File: src/rtl/usb_pkg.sv
// rtl/usb_pkg.sv - USB transaction-layer PIDs, DATA-type encodings and CRC helpers
// Shared by the TX and RX transaction layers. No ports.
//   pid_byte     : {~pid, pid} wire byte
//   data_pid     : DATA PID from the 2-bit data type (PID[3:2])
//   crc16_byte   : one-byte CRC16 update (poly 0x8005, bits fed LSB first)
//   crc16_wire   : on-wire CRC16 value (~bitrev(crc)), low byte sent first
//   crc5_wire    : on-wire CRC5 over an 11-bit token field, occupies byte bits [7:3]
package usb_pkg;

  localparam logic [3:0] PID_OUT   = 4'b0001;
  localparam logic [3:0] PID_IN    = 4'b1001;
  localparam logic [3:0] PID_SOF   = 4'b0101;
  localparam logic [3:0] PID_SETUP = 4'b1101;
  localparam logic [3:0] PID_DATA0 = 4'b0011;
  localparam logic [3:0] PID_DATA1 = 4'b1011;
  localparam logic [3:0] PID_DATA2 = 4'b0111;
  localparam logic [3:0] PID_MDATA = 4'b1111;
  localparam logic [3:0] PID_ACK   = 4'b0010;
  localparam logic [3:0] PID_NAK   = 4'b1010;
  localparam logic [3:0] PID_STALL = 4'b1110;
  localparam logic [3:0] PID_NYET  = 4'b0110;

  typedef enum logic [1:0] {
    DT_DATA0 = 2'b00,
    DT_DATA2 = 2'b01,
    DT_DATA1 = 2'b10,
    DT_MDATA = 2'b11
  } data_type_e;

  localparam logic [15:0] CRC16_INIT = 16'hFFFF;
  localparam logic [4:0]  CRC5_INIT  = 5'h1F;

  function automatic logic [7:0] pid_byte(input logic [3:0] pid);
    return {~pid, pid};
  endfunction

  // All DATA PIDs end in 2'b11; the type selects PID[3:2].
  function automatic logic [3:0] data_pid(input logic [1:0] dt);
    return {dt, 2'b11};
  endfunction

  function automatic logic [15:0] crc16_byte(input logic [7:0] d, input logic [15:0] c);
    logic [15:0] r;
    logic        fb;
    r = c;
    for (int i = 0; i < 8; i++) begin
      fb = r[15] ^ d[i];
      r  = {r[14:0], 1'b0};
      if (fb) r = r ^ 16'h8005;
    end
    return r;
  endfunction

  function automatic logic [15:0] crc16_wire(input logic [15:0] c);
    logic [15:0] w;
    for (int i = 0; i < 16; i++) w[i] = ~c[15-i];
    return w;
  endfunction

  function automatic logic [4:0] crc5_wire(input logic [10:0] f);
    logic [4:0] r;
    logic [4:0] w;
    logic       fb;
    r = CRC5_INIT;
    for (int i = 0; i < 11; i++) begin
      fb = r[4] ^ f[i];
      r  = {r[3:0], 1'b0};
      if (fb) r = r ^ 5'h05;
    end
    for (int i = 0; i < 5; i++) w[i] = ~r[4-i];
    return w;
  endfunction

endpackage

File: src/rtl/usb_tlp_tx_if.sv
// rtl/usb_tlp_tx_if.sv - byte stream bundle (tdata/tlast/tvalid/tready)
// Signals: tdata[7:0], tlast, tvalid (source -> sink), tready (sink -> source).
// Modports: master = byte source, slave = byte sink.
interface usb_tlp_tx_if;
  logic [7:0] tdata;
  logic       tlast;
  logic       tvalid;
  logic       tready;

  modport master (output tdata, output tlast, output tvalid, input tready);
  modport slave  (input tdata, input tlast, input tvalid, output tready);
endinterface

File: src/rtl/usb_crc16_acc.sv
// rtl/usb_crc16_acc.sv - byte-wise USB CRC16 accumulator with clear and enable
// Ports:
//   clk, rst_n : clock, asynchronous active-low reset (crc -> FFFF)
//   clr_i      : reload FFFF (wins over en_i)
//   en_i       : fold data_i into the running CRC
//   data_i[7:0]: byte to accumulate
//   crc_o[15:0]: raw CRC register (non-reflected form)
module usb_crc16_acc
  import usb_pkg::*;
(
  input  logic        clk,
  input  logic        rst_n,
  input  logic        clr_i,
  input  logic        en_i,
  input  logic [7:0]  data_i,
  output logic [15:0] crc_o
);

  logic [15:0] crc_q, crc_d;

  always_comb begin
    crc_d = crc_q;
    if (clr_i)     crc_d = CRC16_INIT;
    else if (en_i) crc_d = crc16_byte(data_i, crc_q);
  end

  always_ff @(posedge clk or negedge rst_n) begin
    if (!rst_n) crc_q <= CRC16_INIT;
    else        crc_q <= crc_d;
  end

  assign crc_o = crc_q;

endmodule

File: src/rtl/usb_tlp_tx.sv
// rtl/usb_tlp_tx.sv - USB transaction-layer transmitter (handshake, DATA, optional token packets)
// Build option: USB_TLP_TX_TOKEN_EN builds the token path (TKN_* states, CRC5).
// Ports:
//   clk, rst_n            : clock, asynchronous active-low reset
//   tx (master)           : packet byte stream toward the PHY, one packet per tlast
//   data (slave)          : payload byte stream; tready only asserted in PAYLOAD
//   hs_ack/nack/stall/nyet: one-cycle handshake requests
//   data_type[1:0]        : PID[3:2] of the DATA packet, sampled at start
//   data_zlp              : one-cycle zero-length DATA request
//   tkn_req/pid/field     : one-cycle token request (token build only)
//   busy                  : state != IDLE
//   tx_len_err            : one-cycle pulse when payload exceeds MAX_PKT bytes
module usb_tlp_tx
  import usb_pkg::*;
#(
  parameter int MAX_PKT = 1024
) (
  input  logic                clk,
  input  logic                rst_n,
  usb_tlp_tx_if.master        tx,
  usb_tlp_tx_if.slave         data,
  input  logic                hs_ack,
  input  logic                hs_nack,
  input  logic                hs_stall,
  input  logic                hs_nyet,
  input  logic [1:0]          data_type,
  input  logic                data_zlp,
  input  logic                tkn_req,
  input  logic [3:0]          tkn_pid,
  input  logic [10:0]         tkn_field,
  output logic                busy,
  output logic                tx_len_err
);

  localparam logic [3:0] ST_IDLE     = 4'd0;
  localparam logic [3:0] ST_HS_PID   = 4'd1;
  localparam logic [3:0] ST_DATA_PID = 4'd2;
  localparam logic [3:0] ST_PAYLOAD  = 4'd3;
  localparam logic [3:0] ST_CRC_LO   = 4'd4;
  localparam logic [3:0] ST_CRC_HI   = 4'd5;
`ifdef USB_TLP_TX_TOKEN_EN
  localparam logic [3:0] ST_TKN_PID  = 4'd6;
  localparam logic [3:0] ST_TKN_B1   = 4'd7;
  localparam logic [3:0] ST_TKN_B2   = 4'd8;
`endif

  // Count saturates at MAX_PKT+1 so the overflow pulse fires exactly once.
  localparam int             CW      = $clog2(MAX_PKT + 2);
  localparam logic [CW-1:0]  MAX_CNT = CW'(MAX_PKT);

  logic [3:0]    state_q, state_d;
  logic [3:0]    pid_q, pid_d;
  logic          zlp_q, zlp_d;
  logic [CW-1:0] cnt_q, cnt_d;
  logic          len_err_q, len_err_d;
`ifdef USB_TLP_TX_TOKEN_EN
  logic [10:0]   field_q, field_d;
`else
  logic          unused_tkn;
  assign unused_tkn = ^{tkn_req, tkn_pid, tkn_field};
`endif

  logic          hs_any;
  logic          strobe;
  logic          crc_clr;
  logic          crc_en;
  logic [15:0]   crc_raw;
  logic [15:0]   crc_tx;

  assign hs_any = hs_ack | hs_nack | hs_stall | hs_nyet;
  assign strobe = tx.tvalid & tx.tready;
  assign crc_en = (state_q == ST_PAYLOAD) & strobe;
  assign crc_tx = crc16_wire(crc_raw);

  usb_crc16_acc u_crc16 (
    .clk    (clk),
    .rst_n  (rst_n),
    .clr_i  (crc_clr),
    .en_i   (crc_en),
    .data_i (data.tdata),
    .crc_o  (crc_raw)
  );

  // Next-state logic. Pulse requests that lose arbitration in IDLE are dropped;
  // data.tvalid is a level and simply waits for the next IDLE cycle.
  always_comb begin
    state_d   = state_q;
    pid_d     = pid_q;
    zlp_d     = zlp_q;
    cnt_d     = cnt_q;
    len_err_d = 1'b0;
    crc_clr   = 1'b0;
`ifdef USB_TLP_TX_TOKEN_EN
    field_d   = field_q;
`endif
    case (state_q)
      ST_IDLE: begin
        if (hs_any) begin
          if (hs_stall)     pid_d = PID_STALL;
          else if (hs_nack) pid_d = PID_NAK;
          else if (hs_nyet) pid_d = PID_NYET;
          else              pid_d = PID_ACK;
          state_d = ST_HS_PID;
        end
`ifdef USB_TLP_TX_TOKEN_EN
        else if (tkn_req) begin
          pid_d   = tkn_pid;
          field_d = tkn_field;
          state_d = ST_TKN_PID;
        end
`endif
        else if (data_zlp || data.tvalid) begin
          pid_d   = data_pid(data_type);
          zlp_d   = data_zlp;
          cnt_d   = '0;
          crc_clr = 1'b1;
          state_d = ST_DATA_PID;
        end
      end
      ST_HS_PID: begin
        if (strobe) state_d = ST_IDLE;
      end
      ST_DATA_PID: begin
        if (strobe) state_d = zlp_q ? ST_CRC_LO : ST_PAYLOAD;
      end
      ST_PAYLOAD: begin
        if (strobe) begin
          if (cnt_q <= MAX_CNT) cnt_d = cnt_q + CW'(1);
          if (cnt_q == MAX_CNT) len_err_d = 1'b1;
          if (data.tlast) state_d = ST_CRC_LO;
        end
      end
      ST_CRC_LO: begin
        if (strobe) state_d = ST_CRC_HI;
      end
      ST_CRC_HI: begin
        if (strobe) state_d = ST_IDLE;
      end
`ifdef USB_TLP_TX_TOKEN_EN
      ST_TKN_PID: begin
        if (strobe) state_d = ST_TKN_B1;
      end
      ST_TKN_B1: begin
        if (strobe) state_d = ST_TKN_B2;
      end
      ST_TKN_B2: begin
        if (strobe) state_d = ST_IDLE;
      end
`endif
      default: state_d = ST_IDLE;
    endcase
  end

  // Output bytes come from registered state, so they hold during back-pressure;
  // PAYLOAD is a pass-through and relies on the upstream stream rule.
  always_comb begin
    tx.tdata    = 8'h00;
    tx.tlast    = 1'b0;
    tx.tvalid   = 1'b0;
    data.tready = 1'b0;
    case (state_q)
      ST_HS_PID: begin
        tx.tdata  = pid_byte(pid_q);
        tx.tvalid = 1'b1;
        tx.tlast  = 1'b1;
      end
      ST_DATA_PID: begin
        tx.tdata  = pid_byte(pid_q);
        tx.tvalid = 1'b1;
      end
      ST_PAYLOAD: begin
        tx.tdata    = data.tdata;
        tx.tvalid   = data.tvalid;
        data.tready = tx.tready;
      end
      ST_CRC_LO: begin
        tx.tdata  = crc_tx[7:0];
        tx.tvalid = 1'b1;
      end
      ST_CRC_HI: begin
        tx.tdata  = crc_tx[15:8];
        tx.tvalid = 1'b1;
        tx.tlast  = 1'b1;
      end
`ifdef USB_TLP_TX_TOKEN_EN
      ST_TKN_PID: begin
        tx.tdata  = pid_byte(pid_q);
        tx.tvalid = 1'b1;
      end
      ST_TKN_B1: begin
        tx.tdata  = field_q[7:0];
        tx.tvalid = 1'b1;
      end
      ST_TKN_B2: begin
        tx.tdata  = {crc5_wire(field_q), field_q[10:8]};
        tx.tvalid = 1'b1;
        tx.tlast  = 1'b1;
      end
`endif
      default: ;
    endcase
  end

  always_ff @(posedge clk or negedge rst_n) begin
    if (!rst_n) begin
      state_q   <= ST_IDLE;
      pid_q     <= 4'h0;
      zlp_q     <= 1'b0;
      cnt_q     <= '0;
      len_err_q <= 1'b0;
`ifdef USB_TLP_TX_TOKEN_EN
      field_q   <= 11'h000;
`endif
    end else begin
      state_q   <= state_d;
      pid_q     <= pid_d;
      zlp_q     <= zlp_d;
      cnt_q     <= cnt_d;
      len_err_q <= len_err_d;
`ifdef USB_TLP_TX_TOKEN_EN
      field_q   <= field_d;
`endif
    end
  end

  assign busy       = (state_q != ST_IDLE);
  assign tx_len_err = len_err_q;

endmodule

File: src/flat_wrapper.sv
// flat-port wrapper written by rule: the top's interface ports become plain ports
module usb_tlp_tx_flat import usb_pkg::*;
#(
  parameter int MAX_PKT = 1024
)
  (clk, rst_n, hs_ack, hs_nack, hs_stall, hs_nyet, data_type, data_zlp, tkn_req, tkn_pid, tkn_field, busy, tx_len_err, tx_tdata, tx_tlast, tx_tvalid, tx_tready, data_tdata, data_tlast, data_tvalid, data_tready);
  usb_tlp_tx_if tx_i ();
  usb_tlp_tx_if data_i ();
  input  logic clk;
  input  logic rst_n;
  input  logic hs_ack;
  input  logic hs_nack;
  input  logic hs_stall;
  input  logic hs_nyet;
  input  logic [1:0] data_type;
  input  logic data_zlp;
  input  logic tkn_req;
  input  logic [3:0] tkn_pid;
  input  logic [10:0] tkn_field;
  output logic busy;
  output logic tx_len_err;
  output wire logic [$bits(tx_i.tdata)-1:0] tx_tdata;
  output wire logic [$bits(tx_i.tlast)-1:0] tx_tlast;
  output wire logic [$bits(tx_i.tvalid)-1:0] tx_tvalid;
  input wire logic [$bits(tx_i.tready)-1:0] tx_tready;
  input wire logic [$bits(data_i.tdata)-1:0] data_tdata;
  input wire logic [$bits(data_i.tlast)-1:0] data_tlast;
  input wire logic [$bits(data_i.tvalid)-1:0] data_tvalid;
  output wire logic [$bits(data_i.tready)-1:0] data_tready;
  assign tx_tdata = tx_i.tdata;
  assign tx_tlast = tx_i.tlast;
  assign tx_tvalid = tx_i.tvalid;
  assign tx_i.tready = tx_tready;
  assign data_i.tdata = data_tdata;
  assign data_i.tlast = data_tlast;
  assign data_i.tvalid = data_tvalid;
  assign data_tready = data_i.tready;
  usb_tlp_tx #(.MAX_PKT(MAX_PKT)) u_core (.clk(clk), .rst_n(rst_n), .tx(tx_i), .data(data_i), .hs_ack(hs_ack), .hs_nack(hs_nack), .hs_stall(hs_stall), .hs_nyet(hs_nyet), .data_type(data_type), .data_zlp(data_zlp), .tkn_req(tkn_req), .tkn_pid(tkn_pid), .tkn_field(tkn_field), .busy(busy), .tx_len_err(tx_len_err));
endmodule
File: config.mk
export PLATFORM = sky130hd
export DESIGN_NAME = usb_tlp_tx_flat
export DESIGN_NICKNAME = d
export VERILOG_FILES = /design/src/rtl/usb_pkg.sv /design/src/rtl/usb_tlp_tx_if.sv /design/src/rtl/usb_crc16_acc.sv /design/src/rtl/usb_tlp_tx.sv /design/src/flat_wrapper.sv
export SDC_FILE = /design/constraint.sdc
export NUM_CORES = 1
export LEC_CHECK = 0
export ABC_AREA = 1
export CAP_MARGIN = 10
export CORE_ASPECT_RATIO = 2
export CORE_MARGIN = 2
export CORE_UTILIZATION = 23
export DETAILED_ROUTE_END_ITERATION = 10
export PLACE_DENSITY = 0.45
export SYNTH_ARGS = -nofsm -noshare
export SYNTH_HDL_FRONTEND = slang
export SYNTH_SLANG_ARGS = --single-unit
export TNS_END_PERCENT = 10
File: constraint.sdc
create_clock -name clk -period 3.2 [get_ports clk]
set_input_delay 0.64 -clock clk [delete_from_list [all_inputs] [get_ports clk]]
set_output_delay 0.64 -clock clk [all_outputs]
set_load 0.02 [all_outputs]
==> results of run 1 <==
[routing by layer]
| layer | GRT usage | share of wire | up-vias |
|---|---|---|---|
| met5 | 0 | 0 | - |
| met4 | 0.06316 | 0.034 | 0 |
| met3 | 0.01783 | 0.025 | 12 |
| met2 | 0.2509 | 0.58 | 35 |
| met1 | 0.1355 | 0.36 | 1037 |
| li1 | - | - | 1093 |
[power by group]
part           internal (mW)  switching, mW
combinational          0.394          0.652
clock                  0.366          0.210
sequential             0.625          0.109
total                   1.39          0.971
[registers in the layout (all words and copies together) (netlist names)]
name                  count
u_core.zlp_q              1
u_core.pid_q              4
u_core.state_q            3
u_core.cnt_q             11
u_core.u_crc16.crc_o     16
u_core.tx_len_err         1
[critical path, cell delays in order (launching register included)]
cell	delay, ns
dfrtp_1	0.41
nand2_1	0.12
nor2_2	0.28
inv_1	0.19
o2111ai_1	0.29
clkdlybuf4s50_1	0.66
[layout by cell type, fill, tap and decap left out, drive strengths merged, types with 10 or more instances in the layout]
cell type	instances
dfrtp	20
nand3	27
dfstp	16
inv	52
a22oi	13
xor2	12
nand2	85
nor3	10
clkdlybuf4s50	31
nor2	24
[final cells by class]
| cell class | count | area, µm² | share of cell area |
|---|---|---|---|
| multi-input combinational | 217 | 1225 | 0.4042 |
| sequential | 36 | 920.9 | 0.3039 |
| timing repair buffer | 37 | 352.8 | 0.1164 |
| inverter | 52 | 195.2 | 0.06441 |
| tap | 135 | 168.9 | 0.05574 |
| clock buffer | 5 | 125.1 | 0.04129 |
| clock inverter | 3 | 42.54 | 0.01404 |
[cells by family (layout without fill, tap and decap cells)]
logic type / after synthesis / after routing / share of synthesized area
adders and majority gates: 2 / 2 / 0.01061
and+or+nand+nor: 154 / 154 / 0.3174
buffers and inverters: 56 / 97 / 0.08970
xor gates and xnor gates: 16 / 16 / 0.06264
AOI/OAI and AO/OA: 45 / 45 / 0.1290
DFF: 36 / 36 / 0.3907
[metrics by stage]
step           cells  instance area [µm²]  setup slack [ns]  hold WS (ns)  total power, mW
5_1_grt          485                 3030            0.1937        0.5240            2.529
6_report         485                 3030            0.3291        0.4637            2.357
4_1_cts          485                 3030            0.2563        0.5031            2.396
3_3_place_gp     477                 2863            0.3404        0.4885            1.797
3_5_place_dp     477                 2863            0.2757        0.4906            1.806
2_1_floorplan    309                 2357             1.186        0.3444            1.388
[path summary, 6_finish.rpt]
| kind | start | endpoint | depth (start not counted) |
|---|---|---|---|
| worst max-delay path | u_core.state_q[1] | tx_tdata[0] | 5 |
| worst min-delay path | rst_n | u_core.cnt_q[4] | 1 |
| worst max register to register | u_core.state_q[1] | u_core.cnt_q[6] | 13 |
| worst min register to register | u_core.u_crc16.crc_o[12] | u_core.u_crc16.crc_o[12] | 2 |
| max in group asynchronous | rst_n | u_core.pid_q[2] | 1 |
| min in group clk | u_core.u_crc16.crc_o[12] | u_core.u_crc16.crc_o[12] | 2 |
==> flow_metrics.tcl, run 1 <==
set metrics [dict create \
    status "completed" \
    die_h_um 147.2 \
    rsz0062_at_grt "false" \
    wl_per_cell_um 14.10 \
    synth_cell_types 37 \
    antenna_found_initial 0 \
    critical_path_class "reg2out" \
    max-vdd-ir-drop_mv 0.2371 \
    die-width_um 75.59 \
    netlist.area_leader.share 0.2123 \
    min_path_type "in2async" \
    end_kind "output pin" \
    drt_iter0_markers 99 \
    hold_violations 0 \
    total_leakage_power_nw 1.380 \
    crit_required_ns 2.56 \
    core_area_um2 10020 \
    cts_max_path_buffers 2 \
    fin_setup_tns_ns 0 \
    slew_headroom 0.3966 \
    fill_cells 1121 \
    grt_use_total 0.1334 \
    vias_per_cell 4.489 \
    cts_tree "built" \
    grt_pass1_vias 2215 \
    fmax_ghz 0.3483 \
    num_rows 52 \
    drv_cap 0 \
    fin_skew_ns 0.007063 \
    r2r_slack_ns 0.85 \
    drive_gt1_frac 0.1686 \
    startpoint_type "flip-flop" \
    place_hpwl_um 5357 \
    die_area_um2 11120 \
    start_util 0.2353 \
    globalplace.congestion 0.8195 \
    synth_nets 347 \
    grt_pass1_wl_um 11020 \
    finalWirelength_um 6840 \
    fin_nets 387 \
    ys_seq_area_frac 0.3907 \
    synth_edf_count 0 \
    numCtsBuffers 5 \
    synth_most_common_cell "nand2_1" \
    drt_drc_violations_left 0 \
    clk_latency_ns 0.29 \
    syn_inst 309 \
    ant_nets 0 \
    grt_max_degree 37 \
    setup_violations 0 \
    worstPathArrival_ns 2.23 \
    worstPathMaxFanout 6 \
    root_buffer "clkbuf_16" \
    cts_resized 0 \
    synth_area_um2 2357 \
    yosysWarnings 0 \
    synth_area_leaders "dfrtp_1, dfstp_2, nand2_1, inv_1, nand3_1" \
    cts.hold.buffers_added 0 \
    vias 2177 \
    h-tree-depth 2 \
    synth_common_cells "nand2_1, inv_1, nand3_1" \
    syn_to_final_growth_pct 28.56 \
    max_slew.worst_pin.slew_ns 0.9051 \
    final_util 0.3024 \
    post-route-period-util 0.8971 \
    cts_sinks 36 \
    grt.overflow.total 0 \
    synthFlopType "dfrtp_1" \
    synth_seq_cells 36 \
    async_flop_share 1.000 \
    pwr_density_cell_nw_per_um2 777.7 \
    io_pins 49 \
    min_period_ns 2.871 \
    clkTransAtPathRegs_ns 0.07 \
    antenna_cells 0 \
    port_buffers 32 \
    postCtsSetupBuffers 0 \
    first_pass_iters 4 \
    final_max_slew_viol_count 0 \
    avgSynthCellArea_um2 7.629 \
    yosysTopAreaCell "dfrtp_1" \
]
Note: power is estimated with default switching activity, not from simulation.
==> inputs of run 2 (changes only) <==
--- a/config.mk
+++ b/config.mk
@@ -11,8 +11,9 @@
 export CORE_MARGIN = 2
 export CORE_UTILIZATION = 23
 export DETAILED_ROUTE_END_ITERATION = 10
+export MAX_ROUTING_LAYER = met4
 export PLACE_DENSITY = 0.45
+export SKIP_LAST_GASP = 1
 export SYNTH_ARGS = -nofsm -noshare
 export SYNTH_HDL_FRONTEND = slang
 export SYNTH_SLANG_ARGS = --single-unit
-export TNS_END_PERCENT = 10
==> flow_metrics.tcl, run 2 (synthesis gave the netlist of run 1 again) <==
set metrics [dict create \
    fin_area_um2 3030 \
    grt.overflow.total 0 \
    root_buffer "clkbuf_16" \
    drive_gt1_frac 0.1686 \
    grt_util_met2 0.2517 \
    worst_r2r_path_depth 13 \
    wl_per_cell_um 14.14 \
    fill_cells 1121 \
    use_met3 0.01783 \
    vias_per_cell 4.515 \
    p_comb_frac 0.444 \
    post-route-period-util 0.8977 \
    grt_use_total 0.1369 \
    worstPathMaxFanout 6 \
    cp_top_family "buffers and inverters" \
    max-vdd-ir-drop_mv 0.2381 \
    cts_resized 0 \
    die-width_um 75.59 \
    reg2reg_to "u_core.cnt_q[6]" \
    port_buffers 32 \
    drv_cap 0 \
    placed_cells 477 \
    antenna_found_initial 0 \
    startpoint "u_core.state_q[1]" \
    total_leakage_power_nw 1.380 \
    grt_pass1_wl_um 11010 \
    globalplace.congestion 0.8318 \
    die_h_um 147.2 \
    cts_sinks 36 \
    pwr_density_cell_nw_per_um2 778.2 \
    first_pass_iters 4 \
    max_slew.worst_pin.slew_ns 0.9028 \
    status "completed" \
    postCtsSetupBuffers 0 \
    num_rows 52 \
    crit_required_ns 2.56 \
    cts.hold.buffers_added 0 \
    clkTransAtPathRegs_ns 0.07 \
    grt_pass1_vias 2217 \
    final_max_slew_viol_count 0 \
    ant_nets 0 \
    power.share.clock 0.244 \
    cts_max_path_buffers 2 \
    drt_drc_violations_left 0 \
    cp.depth 5 \
    finalWirelength_um 6859 \
    min_period_ns 2.873 \
    setup_violations 0 \
    dp_slack_ns 0.2757 \
    die_area_um2 11120 \
    fin_nets 387 \
    place_hpwl_um 5357 \
    cp.buffers_inverters 2 \
    min_path_type "in2async" \
    fmax_ghz 0.3481 \
    worstPathArrival_ns 2.23 \
    end_kind "output pin" \
    start_util 0.2353 \
    clk_latency_ns 0.29 \
    layout_setup_ws_ns 0.3274 \
    r2r-start "u_core.state_q[1]" \
    critical_path_class "reg2out" \
    cts_tree "built" \
    internal_power_mw 1.385 \
    r2r_slack_ns 0.85 \
    fin_setup_tns_ns 0 \
    slowest_stage "clkdlybuf4s50_1" \
    vias 2190 \
    core_area_um2 10020 \
    rsz0062_at_grt "false" \
    startpoint_type "flip-flop" \
    fin_skew_ns 0.007727 \
    finalPower_mw 2.358 \
    final_common_cell "nand2_1" \
    h-tree-depth 2 \
    grt_max_degree 37 \
    hold_violations 0 \
    switchingPower_uw 972.7 \
    numCtsBuffers 5 \
    layout_common_cells "nand2_1, inv_1, clkdlybuf4s50_1, nand3_1, dfrtp_1" \
    largest_reg_flops 16 \
    switching_share 0.4125 \
    p_seq_frac 0.312 \
    dpl_cell_area_um2 2863 \
    cp_cell_sequence "nand2_1 -> nor2_2 -> inv_1 -> o2111ai_1 -> clkdlybuf4s50_1" \
    grtUsageMet1 0.1342 \
    fin_cells 485 \
    io_pins 49 \
    syn_to_final_growth_pct 28.56 \
    slowest_delay_ns 0.66 \
    endpoint "tx_tdata[0]" \
    antenna_cells 0 \
    grt.busiest_layer "met2" \
    drt_iter0_markers 116 \
    slew_headroom 0.3982 \
]
run 2: how the worst min path moves through the flow:
stage / start / end / slack, ns / depth (start not counted)
finish: rst_n / u_core.cnt_q[4] / 0.46 / 1
global route: u_core.u_crc16.crc_o[12] / u_core.u_crc16.crc_o[12] / 0.52 / 2
CTS: u_core.u_crc16.crc_o[12] / u_core.u_crc16.crc_o[12] / 0.50 / 2
detailed placement: u_core.u_crc16.crc_o[12] / u_core.u_crc16.crc_o[12] / 0.49 / 2
global placement: u_core.u_crc16.crc_o[12] / u_core.u_crc16.crc_o[12] / 0.49 / 2
floorplan: rst_n / u_core.cnt_q[0] / 0.34 / 0
run 2: per-stage QoR:
step / util / hold WS [ns]
after floorplan: - / 0.3444
after global placement: 0.2857 / 0.4885
after detailed placement: 0.2857 / 0.4906
after CTS: 0.3024 / 0.5031
after global routing: 0.3024 / 0.5240
final: 0.3024 / 0.4619
run 2: power by group through the flow:
stage	sequential, mW	clock [mW]	combinational [mW]
2_1_floorplan	0.706	0	0.682
3_3_place_gp	0.741	0	1.06
3_5_place_dp	0.744	0	1.06
4_1_cts	0.737	0.593	1.07
5_1_grt	0.753	0.610	1.17
6_report	0.736	0.576	1.05
run 2: cell type report:
type                            instances  area (µm²)  area share
Clock buffer                            5       125.1     0.04129
Clock inverter                          3       42.54     0.01404
Sequential cell                        36       920.9      0.3039
Multi-Input combinational cell        217        1225      0.4042
Tap cell                              135       168.9     0.05574
Inverter                               52       195.2     0.06441
Timing Repair Buffer                   37       352.8      0.1164
run 2: routing by layer:
metal	part of all wire	routed length [µm]
met1	0.36	2443
met2	0.58	4006
met3	0.028	190
met4	0.032	218
met5	0	0
==> inputs of run 3 (changes only) <==
--- a/config.mk
+++ b/config.mk
@@ -5,14 +5,13 @@
 export SDC_FILE = /design/constraint.sdc
 export NUM_CORES = 1
 export LEC_CHECK = 0
-export ABC_AREA = 1
 export CAP_MARGIN = 10
 export CORE_ASPECT_RATIO = 2
 export CORE_MARGIN = 2
 export CORE_UTILIZATION = 23
 export DETAILED_ROUTE_END_ITERATION = 10
 export MAX_ROUTING_LAYER = met4
-export PLACE_DENSITY = 0.45
+export PLACE_DENSITY = 0.46
 export SKIP_LAST_GASP = 1
 export SYNTH_ARGS = -nofsm -noshare
 export SYNTH_HDL_FRONTEND = slang
==> flow_metrics.tcl, run 3 <==
set metrics [dict create \
    max-vdd-ir-drop_mv 0.3754 \
    fin_hold_ws_ns 0.4574 \
    setup_violations 0 \
    slowest_stage "clkdlybuf4s50_1" \
    synth_area_leaders "dfrtp_1, dfstp_2, xnor2_1, a21oi_1, nor2_1" \
    h-tree-depth 2 \
    synth_nets 274 \
    max_slew.worst_pin.slew_ns 0.8513 \
    async_flop_share 1.000 \
    numCtsBuffers 5 \
    final_util 0.3039 \
    core_area_um2 9384 \
    yosysWarnings 0 \
    layout_common_cells "clkdlybuf4s50_1, nor2_1, a21oi_1, dfrtp_1, xnor2_1" \
    first_pass_iters 4 \
    cp_cell_sequence "buf_4 -> nand2b_1 -> a21boi_0 -> a221oi_1 -> a21oi_1 -> clkdlybuf4s50_1" \
    clkTransAtPathRegs_ns 0.06 \
    port_buffers 32 \
    pwr_density_cell_nw_per_um2 1098 \
    hold_violations 0 \
    slew_headroom 0.4324 \
    cp.buffers_inverters 2 \
    post-route-period-util 0.8963 \
    fin_setup_tns_ns 0 \
    synth_most_common_cell "nor2_1" \
    synthFlopType "dfrtp_1" \
    avgSynthCellArea_um2 9.416 \
    cts.hold.buffers_added 0 \
    cts_max_path_buffers 2 \
    die_h_um 143.0 \
    total_leakage_power_nw 1.103 \
    end_kind "output pin" \
    syn_inst 236 \
    worstPathArrival_ns 2.23 \
    drive_gt1_frac 0.1600 \
    synth_cell_types 45 \
    fin_area_um2 2851 \
    final_common_cell "clkdlybuf4s50_1" \
    synth_area_um2 2222 \
    fmax_ghz 0.3487 \
    syn_to_final_growth_pct 28.32 \
    grt_use_total 0.1374 \
    status "completed" \
    antenna_found_initial 0 \
    clk_latency_ns 0.29 \
    finalWirelength_um 6492 \
    final_max_slew_viol_count 0 \
    die-width_um 73.51 \
    grt_pass1_vias 1956 \
    antenna_cells 0 \
    postCtsSetupBuffers 0 \
    synth_common_cells "nor2_1, a21oi_1, dfrtp_1" \
    rsz0062_at_grt "false" \
    worstPathMaxFanout 9 \
    critical_path_class "reg2out" \
    startpoint_type "flip-flop" \
    largest_reg_flops 16 \
    drt_iter0_markers 85 \
    place_hpwl_um 4978 \
    dpl_cell_area_um2 2708 \
    cts_tree "built" \
    synth_edf_count 0 \
    cts_resized 0 \
    root_buffer "clkbuf_16" \
    die_area_um2 10510 \
    globalplace.congestion 0.7787 \
    min_period_ns 2.868 \
    vias 1876 \
    drt_drc_violations_left 0 \
    grt_max_degree 37 \
    grt.overflow.total 0 \
    drv_cap 0 \
    crit_required_ns 2.56 \
    yosysTopAreaCell "dfrtp_1" \
    vias_per_cell 4.950 \
    ys_seq_area_frac 0.4144 \
    synth_seq_cells 36 \
    start_util 0.2368 \
    fin_nets 312 \
    fin_skew_ns 0.007886 \
    slowest_delay_ns 0.63 \
    min_path_type "in2async" \
    io_pins 49 \
    cp_top_family "buffers and inverters" \
    wl_per_cell_um 17.13 \
    num_rows 50 \
    cts_sinks 36 \
    ant_nets 0 \
    netlist.area_leader.share 0.2252 \
    grt_pass1_wl_um 10500 \
]
[run 3: cell type report]
| type | count | area (µm²) |
|---|---|---|
| fillers | 996 | 6533 |
| multi-input cells | 179 | 1221 |
| flip-flops and latches | 36 | 920.9 |
| repair buffers | 44 | 405.4 |
| well taps | 104 | 130.1 |
| clock buffers | 5 | 125.1 |
| inverters | 8 | 30.03 |
| clock inverters | 3 | 18.77 |
[run 3: path summary, 6_finish.rpt]
kind | from | endpoint | slack [ns] | depth (start not counted)
worst max-delay path | u_core.state_q[2] | tx_tdata[7] | 0.33 | 6
worst min-delay path | rst_n | u_core.pid_q[3] | 0.46 | 1
worst max register to register | u_core.state_q[1] | u_core.u_crc16.crc_o[4] | 0.92 | 6
worst min register to register | u_core.u_crc16.crc_o[6] | u_core.u_crc16.crc_o[6] | 0.51 | 1
max in group asynchronous | rst_n | u_core.cnt_q[4] | 2.20 | 1
min in group clk | u_core.u_crc16.crc_o[6] | u_core.u_crc16.crc_o[6] | 0.51 | 1
[run 3: power breakdown]
group          total, mW  leakage, nW  switching, mW  internal (mW)
combinational       1.78        0.603          0.903          0.877
sequential         0.864        0.426          0.178          0.686
clock              0.487       0.0736          0.200          0.287
[run 3: metrics by stage]
| stage | power, mW | std cells | setup WS, ns |
|---|---|---|---|
| global route | 3.322 | 379 | 0.2317 |
| finish | 3.131 | 379 | 0.3319 |
| floorplan | 2.027 | 236 | 0.9548 |
| detailed placement | 2.663 | 371 | 0.3479 |
| CTS | 3.168 | 379 | 0.2990 |
| global placement | 2.668 | 371 | 0.3476 |
[run 3: layer usage]
metal	global-route usage	part of all wire	vias to the layer above
met5	-	0	-
met4	0.06029	0.032	0
met3	0.01976	0.029	11
met2	0.2472	0.56	43
met1	0.1434	0.38	895
li1	-	-	927
[run 3: cells by family (layout without fill, tap and decap cells)]
| kind of cell | count (synthesis) | after routing | synth area share |
|---|---|---|---|
| adders and majority gates | 2 | 2 | 0.01126 |
| buffers and inverters | 21 | 60 | 0.03603 |
| muxes | 1 | 1 | 0.004505 |
| DFF | 36 | 36 | 0.4144 |
| and+or+nand+nor | 77 | 77 | 0.1695 |
| AOI/OAI and AO/OA | 69 | 69 | 0.2202 |
| xor gates and xnor gates | 30 | 30 | 0.1441 |
